## config.mk

```make
export PLATFORM = sky130hd
export DESIGN_NAME = sysid_check_master_flat
export DESIGN_NICKNAME = d
export VERILOG_FILES = /design/src/rtl/sysid_pkg.sv /design/src/rtl/sysid_check_master_if.sv /design/src/rtl/sysid_check_master.sv /design/src/flat_wrapper.sv
export SDC_FILE = /design/constraint.sdc
export NUM_CORES = 1
export LEC_CHECK = 0
export BUFFER_PORTS_ARGS = -buffer_cell sky130_fd_sc_hd__buf_2
export CAP_MARGIN = 20
export CORE_MARGIN = 3
export CORE_UTILIZATION = 55
export CTS_CLUSTER_DIAMETER = 40
export DETAILED_ROUTE_END_ITERATION = 7
export PLACE_DENSITY = 0.88
export SLEW_MARGIN = 20
export SYNTH_ARGS = -nofsm -noshare
export SYNTH_HDL_FRONTEND = slang
export SYNTH_SLANG_ARGS = --single-unit
```

## constraint.sdc

```tcl
create_clock -name clock -period 6.8 [get_ports clock]
set_clock_uncertainty 0.1 [all_clocks]
set_input_delay 2.04 -clock clock [delete_from_list [all_inputs] [get_ports clock]]
set_output_delay 2.04 -clock clock [all_outputs]
set_load 0.02 [all_outputs]
```

## src/rtl/sysid_pkg.sv

```systemverilog
// Shared types and constants for the system-ID check master.
// No logic: state encoding and the two slave word addresses.
// No backpressure: declarations only.
package sysid_pkg;

    typedef enum logic [2:0] {
        IDLE    = 3'd0,
        REQ_ID  = 3'd1,
        WAIT_ID = 3'd2,
        REQ_TS  = 3'd3,
        WAIT_TS = 3'd4,
        FINISH  = 3'd5
    } state_t;

    localparam logic ADDR_ID = 1'b0;
    localparam logic ADDR_TS = 1'b1;

endpackage

```

## src/rtl/sysid_check_master_if.sv

```systemverilog
// Avalon-MM read-only bus between the check master and the system-ID slave.
// No latency of its own: plain wires.
// Backpressure: slave stalls with avm_waitrequest; data qualified by avm_readdatavalid.
interface sysid_check_master_if;

    logic        avm_address;
    logic        avm_read;
    logic        avm_waitrequest;
    logic [31:0] avm_readdata;
    logic        avm_readdatavalid;

    modport master (
        output avm_address,
        output avm_read,
        input  avm_waitrequest,
        input  avm_readdata,
        input  avm_readdatavalid
    );

    modport slave (
        input  avm_address,
        input  avm_read,
        output avm_waitrequest,
        output avm_readdata,
        output avm_readdatavalid
    );

endinterface

```

## src/rtl/sysid_check_master.sv

```systemverilog
// Reads system-ID word 0 (ID) and word 1 (timestamp), compares against build-time values.
// Latency: start to done = 6 cycles with a zero-wait, one-cycle-latency slave.
// Backpressure: request held stable under waitrequest; any bus state aborts after TIMEOUT_CYCLES.
module sysid_check_master
    import sysid_pkg::*;
#(
    parameter logic [31:0] EXPECTED_ID    = 32'h0000_0000,
    parameter logic [31:0] EXPECTED_TS    = 32'h5AA4_65A5,
    parameter int          TIMEOUT_CYCLES = 255,
    parameter int          TO_W           = 16
) (
    input  logic                        clock,
    input  logic                        reset,
    input  logic                        start,
    sysid_check_master_if.master        avm,
    output logic                        busy,
    output logic                        done,
    output logic                        pass,
    output logic                        fail,
    output logic                        timeout,
    output logic [31:0]                 id_value,
    output logic [31:0]                 ts_value
);

    localparam logic [TO_W-1:0] TO_LAST = TO_W'(TIMEOUT_CYCLES - 1);

    state_t          state;
    state_t          state_nxt;
    logic [TO_W-1:0] to_cnt;

    logic            accept;
    logic            rdv;
    logic            to_hit;
    logic            in_bus;
    logic            leg_exit;
    logic            to_event;
    logic            match;

    logic            read_nxt;
    logic            addr_nxt;
    logic            busy_nxt;
    logic            done_nxt;
    logic            pass_nxt;
    logic            fail_nxt;
    logic            timeout_nxt;
    logic [31:0]     id_nxt;
    logic [31:0]     ts_nxt;

    // Bus-level events; a state's exit condition always beats the timeout in the same cycle.
    always_comb begin
        accept = avm.avm_read && !avm.avm_waitrequest;
        rdv    = avm.avm_readdatavalid;
        to_hit = (to_cnt == TO_LAST);
        in_bus = state inside {REQ_ID, WAIT_ID, REQ_TS, WAIT_TS};
        case (state)
            REQ_ID, REQ_TS:   leg_exit = accept;
            WAIT_ID, WAIT_TS: leg_exit = rdv;
            default:          leg_exit = 1'b0;
        endcase
        to_event = in_bus && !leg_exit && to_hit;
        match    = (id_value == EXPECTED_ID) && (ts_value == EXPECTED_TS);
    end

    // State register.
    always_ff @(posedge clock or posedge reset) begin
        if (reset) begin
            state <= IDLE;
        end else begin
            state <= state_nxt;
        end
    end

    // Next-state: zero-latency data in the acceptance cycle skips the WAIT state.
    always_comb begin
        state_nxt = state;
        case (state)
            IDLE: begin
                if (start) state_nxt = REQ_ID;
            end
            REQ_ID: begin
                if (accept)      state_nxt = rdv ? REQ_TS : WAIT_ID;
                else if (to_hit) state_nxt = FINISH;
            end
            WAIT_ID: begin
                if (rdv)         state_nxt = REQ_TS;
                else if (to_hit) state_nxt = FINISH;
            end
            REQ_TS: begin
                if (accept)      state_nxt = rdv ? FINISH : WAIT_TS;
                else if (to_hit) state_nxt = FINISH;
            end
            WAIT_TS: begin
                if (rdv)         state_nxt = FINISH;
                else if (to_hit) state_nxt = FINISH;
            end
            FINISH: begin
                state_nxt = IDLE;
            end
            default: begin
                state_nxt = IDLE;
            end
        endcase
    end

    // Per-state dwell counter: restarts on every state change, counts only in bus states.
    always_ff @(posedge clock or posedge reset) begin
        if (reset) begin
            to_cnt <= '0;
        end else if (state_nxt != state) begin
            to_cnt <= '0;
        end else if (in_bus) begin
            to_cnt <= to_cnt + TO_W'(1);
        end else begin
            to_cnt <= '0;
        end
    end

    // Next values of every registered output; a timeout pulses done itself so FINISH stays silent.
    always_comb begin
        read_nxt    = (state_nxt == REQ_ID) || (state_nxt == REQ_TS);
        addr_nxt    = ((state_nxt == REQ_TS) || (state_nxt == WAIT_TS)) ? ADDR_TS : ADDR_ID;
        busy_nxt    = (state_nxt != IDLE) && !to_event;
        done_nxt    = to_event || ((state == FINISH) && !timeout);
        pass_nxt    = pass;
        fail_nxt    = fail;
        timeout_nxt = timeout;
        id_nxt      = id_value;
        ts_nxt      = ts_value;

        if ((state == IDLE) && start) begin
            pass_nxt    = 1'b0;
            fail_nxt    = 1'b0;
            timeout_nxt = 1'b0;
        end
        if (to_event) begin
            pass_nxt    = 1'b0;
            fail_nxt    = 1'b0;
            timeout_nxt = 1'b1;
        end
        if ((state == FINISH) && !timeout) begin
            pass_nxt = match;
            fail_nxt = !match;
        end
        if (((state == REQ_ID) && accept && rdv) || ((state == WAIT_ID) && rdv)) begin
            id_nxt = avm.avm_readdata;
        end
        if (((state == REQ_TS) && accept && rdv) || ((state == WAIT_TS) && rdv)) begin
            ts_nxt = avm.avm_readdata;
        end
    end

    // Output registers; reset drops an in-flight read immediately.
    always_ff @(posedge clock or posedge reset) begin
        if (reset) begin
            avm.avm_read    <= 1'b0;
            avm.avm_address <= ADDR_ID;
            busy            <= 1'b0;
            done            <= 1'b0;
            pass            <= 1'b0;
            fail            <= 1'b0;
            timeout         <= 1'b0;
            id_value        <= '0;
            ts_value        <= '0;
        end else begin
            avm.avm_read    <= read_nxt;
            avm.avm_address <= addr_nxt;
            busy            <= busy_nxt;
            done            <= done_nxt;
            pass            <= pass_nxt;
            fail            <= fail_nxt;
            timeout         <= timeout_nxt;
            id_value        <= id_nxt;
            ts_value        <= ts_nxt;
        end
    end

endmodule

```

## src/flat_wrapper.sv

```systemverilog
// flat-port wrapper written by rule: the top's interface ports become plain ports
module sysid_check_master_flat import sysid_pkg::*;
#(
    parameter logic [31:0] EXPECTED_ID    = 32'h0000_0000,
    parameter logic [31:0] EXPECTED_TS    = 32'h5AA4_65A5,
    parameter int          TIMEOUT_CYCLES = 255,
    parameter int          TO_W           = 16
)
  (clock, reset, start, busy, done, pass, fail, timeout, id_value, ts_value, avm_avm_address, avm_avm_read, avm_avm_waitrequest, avm_avm_readdata, avm_avm_readdatavalid);
  sysid_check_master_if avm_i ();
  input  logic clock;
  input  logic reset;
  input  logic start;
  output logic busy;
  output logic done;
  output logic pass;
  output logic fail;
  output logic timeout;
  output logic [31:0] id_value;
  output logic [31:0] ts_value;
  output wire logic [$bits(avm_i.avm_address)-1:0] avm_avm_address;
  output wire logic [$bits(avm_i.avm_read)-1:0] avm_avm_read;
  input wire logic [$bits(avm_i.avm_waitrequest)-1:0] avm_avm_waitrequest;
  input wire logic [$bits(avm_i.avm_readdata)-1:0] avm_avm_readdata;
  input wire logic [$bits(avm_i.avm_readdatavalid)-1:0] avm_avm_readdatavalid;
  assign avm_avm_address = avm_i.avm_address;
  assign avm_avm_read = avm_i.avm_read;
  assign avm_i.avm_waitrequest = avm_avm_waitrequest;
  assign avm_i.avm_readdata = avm_avm_readdata;
  assign avm_i.avm_readdatavalid = avm_avm_readdatavalid;
  sysid_check_master #(.EXPECTED_ID(EXPECTED_ID), .EXPECTED_TS(EXPECTED_TS), .TIMEOUT_CYCLES(TIMEOUT_CYCLES), .TO_W(TO_W)) u_core (.clock(clock), .reset(reset), .start(start), .avm(avm_i), .busy(busy), .done(done), .pass(pass), .fail(fail), .timeout(timeout), .id_value(id_value), .ts_value(ts_value));
endmodule
```

==> metrics.md <==
| Metric | Value |
|---|---|
| Status | `finished, final reports clean` |
| Share of cells above drive strength 1 | `0.420` |
| Number of enable-type register cells in the synthesized netlist | `0` |
| Clock insertion delay at the later pin of the skew report | `~0.36 ns` |
| #FFs+latches synth | `90` |
| Share of the synthesized area in the top cell type | `0.551` |
| Post-route setup TNS | `0 ns` |
| Final hold viol count | `0` |
| Lkg Pwr | `~2.4 nW` |
| TritonCTS sink count | `90` |
| Starting Density | `0.586` |
| Residual overflow from global routing | `0` |
| # nets final | `440` |
| Critical path's largest stage delay | `around 0.51 ns` |
| Worst slew slack as a fraction of its limit | `0.434` |
| Port Buffers | `107` |
| Die outline width | `~92 um` |
| Quantity of hold-fixing buffers added after cts | `0` |
| Number of global-route vias before repair | `2,733` |
| H-tree lvl count | `3` |
| Type of origin of the critical path | `input port` |
| Starting DRT DRC Count | `between 100 and 150` |
| Std-Cell Core Area | `6980 um2` |
| Fraction of the yosys area taken by sequential cells | `0.551` |
| Standard-cell rows | `30` |
| Final std cell area, no fill | `between 4000 and 5000 um2` |
| Detailed placer's ending HPWL | `6.19 mm` |
| Area of the mapped netlist | `4090 um2` |
| Peak VDD IR | `about 290 uV` |
| CTS tree | `yes` |
| Crit path cell chain | `buf_2 > nand3b_1 > mux2i_1 > nand2b_2 > mux2_1` |
| Peak clock frequency supported by timing | `around 280 MHz` |
| Number of antenna violations at the first check in global routing | `0` |
| Least-Margin Pin Slew | `about 0.85 ns` |
| Slowest cell on the critical path | `nand2b_2` |
| Buffers and inverters on the worst path | `1` |
| Syn Inst Count | `around 300` |
| Setup CP Type | `input port to flip-flop` |
| Number of distinct library cells after synthesis | `46` |
| Setup repair bufs after CTS | `0` |
| Family with the most delay on the worst path | `multiplexers` |
| Nature of the critical path endpoint | `flip-flop` |
| Warnings from Yosys | `0` |
| Drt first pass iters | `4` |
| Detailed Route WL | `roughly 8.8 mm` |
| Max-slew violations | `0` |
| Post-detailed-route DRC marker count | `0` |
| Vias post-DR | `approximately 2,800` |
| Hold Crit Class | `flip-flop to flip-flop` |
| Chip height | `roughly 92 um` |
| Antenna cell count | `0` |
| Synth-to-layout area growth | `17.3%` |
| I/O Pins | `108` |
| Cell area after placement | `about 4600 um2` |
| Setup Viol. Count Final | `0` |
| Clock edge transition at the registers on the reported setup and hold paths | `about 0.090 ns` |
| DR WL/cell | `between 15 and 20 um` |
| Fin Hold WS | `between 0.3 and 0.4 ns` |
| Number of buffers inserted during clock tree synthesis | `9` |
| Final critical path time including I/O delays and setup | `3.52 ns` |
| Final Wtd Congestion | `0.873` |
| Vias per inst | `about 5.6` |
| Leading post-synthesis cells by cell area | `dfrtp_1, mux2_4, mux2_1, nor4bb_1, nor2_1` |
| Fill cell count | `roughly 500` |
| Post-synthesis cell type with the largest combined area | `dfrtp_1` |
| CP required | `roughly 6.9 ns` |
| Proportion of register bits with asynchronous set or reset after synthesis | `1.00` |
| Critical Path Fanout Max | `32` |
| Pin count of the biggest net entering global routing | `49` |
| Final antenna-violating net count | `0` |
| Number of max-capacitance violations reported | `0` |
| Final critical-path share of the clock period | `0.518` |
| Most common flop cell mapped by yosys | `dfrtp_1` |
| GR Util All Layers | `0.213` |
| First-pass GRT wire length | `about 14 mm` |
| Largest buffer count on any clock path | `2` |
| Net count after synthesis | `approximately 340` |
| Post-cts resize count | `0` |
| Cell chosen for the clock root | `clkbuf_8` |
| Setup repair after global routing missed its margin | `false` |
| Arrival time of data at the critical path endpoint | `between 3 and 4 ns` |
| Total power divided by cell area | `481 nW/um2` |
| Average instance area after synthesis | `13.8 um2` |
| Die Footprint | `between 8000 and 9000 um2` |
[final timing paths]
check / end / cells after the start / start / slack (ns)
min in group asynchronous: u_core.id_value[13]$_DFFE_PP0P_ / 2 / reset / 1.66
max in group asynchronous: u_core.to_cnt[12]$_DFF_PP0_ / 3 / reset / 3.88
max: u_core.id_value[11]$_DFFE_PP0P_ / 5 / avm_avm_waitrequest / 3.28
min reg2reg: u_core.to_cnt[0]$_DFF_PP0_ / 1 / u_core.to_cnt[0]$_DFF_PP0_ / 0.38
min: u_core.to_cnt[0]$_DFF_PP0_ / 1 / u_core.to_cnt[0]$_DFF_PP0_ / 0.38
max reg2reg: u_core.id_value[11]$_DFFE_PP0P_ / 4 / u_core.state[0]$_DFF_PP0_ / 4.47
[power breakdown]
part           leakage, nW  internal (W)  switching (W)
clock               0.0831      0.000136       0.000205
combinational         1.19      0.000448       0.000555
sequential            1.11      0.000758       0.000204
[flip-flops by register name, indices dropped and copies added (netlist names)]
signal,cells
u_core.id_value,32
u_core.ts_value,32
u_core.to_cnt,16
u_core.state,3
u_core.avm.avm_address,1
u_core.avm.avm_read,1
u_core.busy,1
u_core.done,1
u_core.fail,1
u_core.pass,1
u_core.timeout,1
[worst register-to-register path, stage by stage, from the launching register on]
cell      delay, ns
dfrtp_1        0.60
nand3b_1       0.23
mux2i_1        0.25
nand2b_2       0.51
mux2_1         0.52
[metal layers]
metal | vias up | track usage | share of wire
li1 | 1270 | - | -
met1 | 1395 | 0.290 | 0.43
met2 | 106 | 0.325 | 0.49
met3 | 17 | 0.0492 | 0.063
met4 | 0 | 0.0953 | 0.020
met5 | - | 0 | 0
[final cells by class]
class | instances | area, um2 | area share
clock inverters | 6 | 50.0 | 0.0104
clock buffers | 9 | 124 | 0.0258
multi-input cells | 187 | 1690 | 0.352
inverters | 5 | 20.0 | 0.00417
repair buffers | 108 | 543 | 0.113
well taps | 96 | 120 | 0.0250
flip-flops and latches | 90 | 2250 | 0.470
[Yosys cell counts (all sizes together), types with 4 or more instances]
master and n:
a21oi 5, buf 13, nand2 12, nor2 19
mux2 64, and3 6, inv 5, nand4 7
nor4 9, nor4bb 7, nand3 7, nand2b 8
xnor2 7, o21ai 4, dfrtp 90, xor2 7
[layout by cell type (no fill, tap or decap), types with 3 or more instances in the layout]
cell | synthesis | final
nor2_1 | 17 | 17
a21oi_1 | 5 | 5
nand4_1 | 6 | 6
nand2b_1 | 7 | 6
nand2_1 | 12 | 12
nor4_1 | 9 | 9
xor2_1 | 7 | 7
buf_2 | 5 | 107
nand3_1 | 7 | 7
and3_1 | 6 | 6
inv_6 | 0 | 4
mux2_4 | 30 | 30
mux2_1 | 32 | 32
nor4bb_1 | 7 | 7
dfrtp_1 | 90 | 90
o21ai_0 | 3 | 3
xnor2_1 | 7 | 7
inv_1 | 5 | 4
clkbuf_8 | 0 | 9
[per-stage QoR]
stage / setup WS (ns) / std cells / utilization / total power [W]
after floorplan: 2.32 / 296 / - / 0.00165
after detailed placement: 2.90 / 486 / 0.662 / 0.00197
final: 3.28 / 501 / 0.687 / 0.00231
after CTS: 3.28 / 501 / 0.687 / 0.00232
after global placement: 3.01 / 486 / 0.662 / 0.00193
after global routing: 3.14 / 501 / 0.687 / 0.00243
[logic make-up (layout without fill, tap and decap cells)]
| family | count (synthesis) | count (layout) | share of synthesized area |
|---|---|---|---|
| DFF | 90 | 90 | 0.551 |
| and+or+nand+nor | 90 | 90 | 0.137 |
| muxes | 65 | 65 | 0.206 |
| buffers and inverters | 19 | 128 | 0.0373 |
| AOI/OAI and AO/OA | 16 | 16 | 0.0321 |
| xor gates and xnor gates | 14 | 14 | 0.0300 |
| adders and majority gates | 2 | 2 | 0.00612 |
Power figures use the tool's default switching activity.
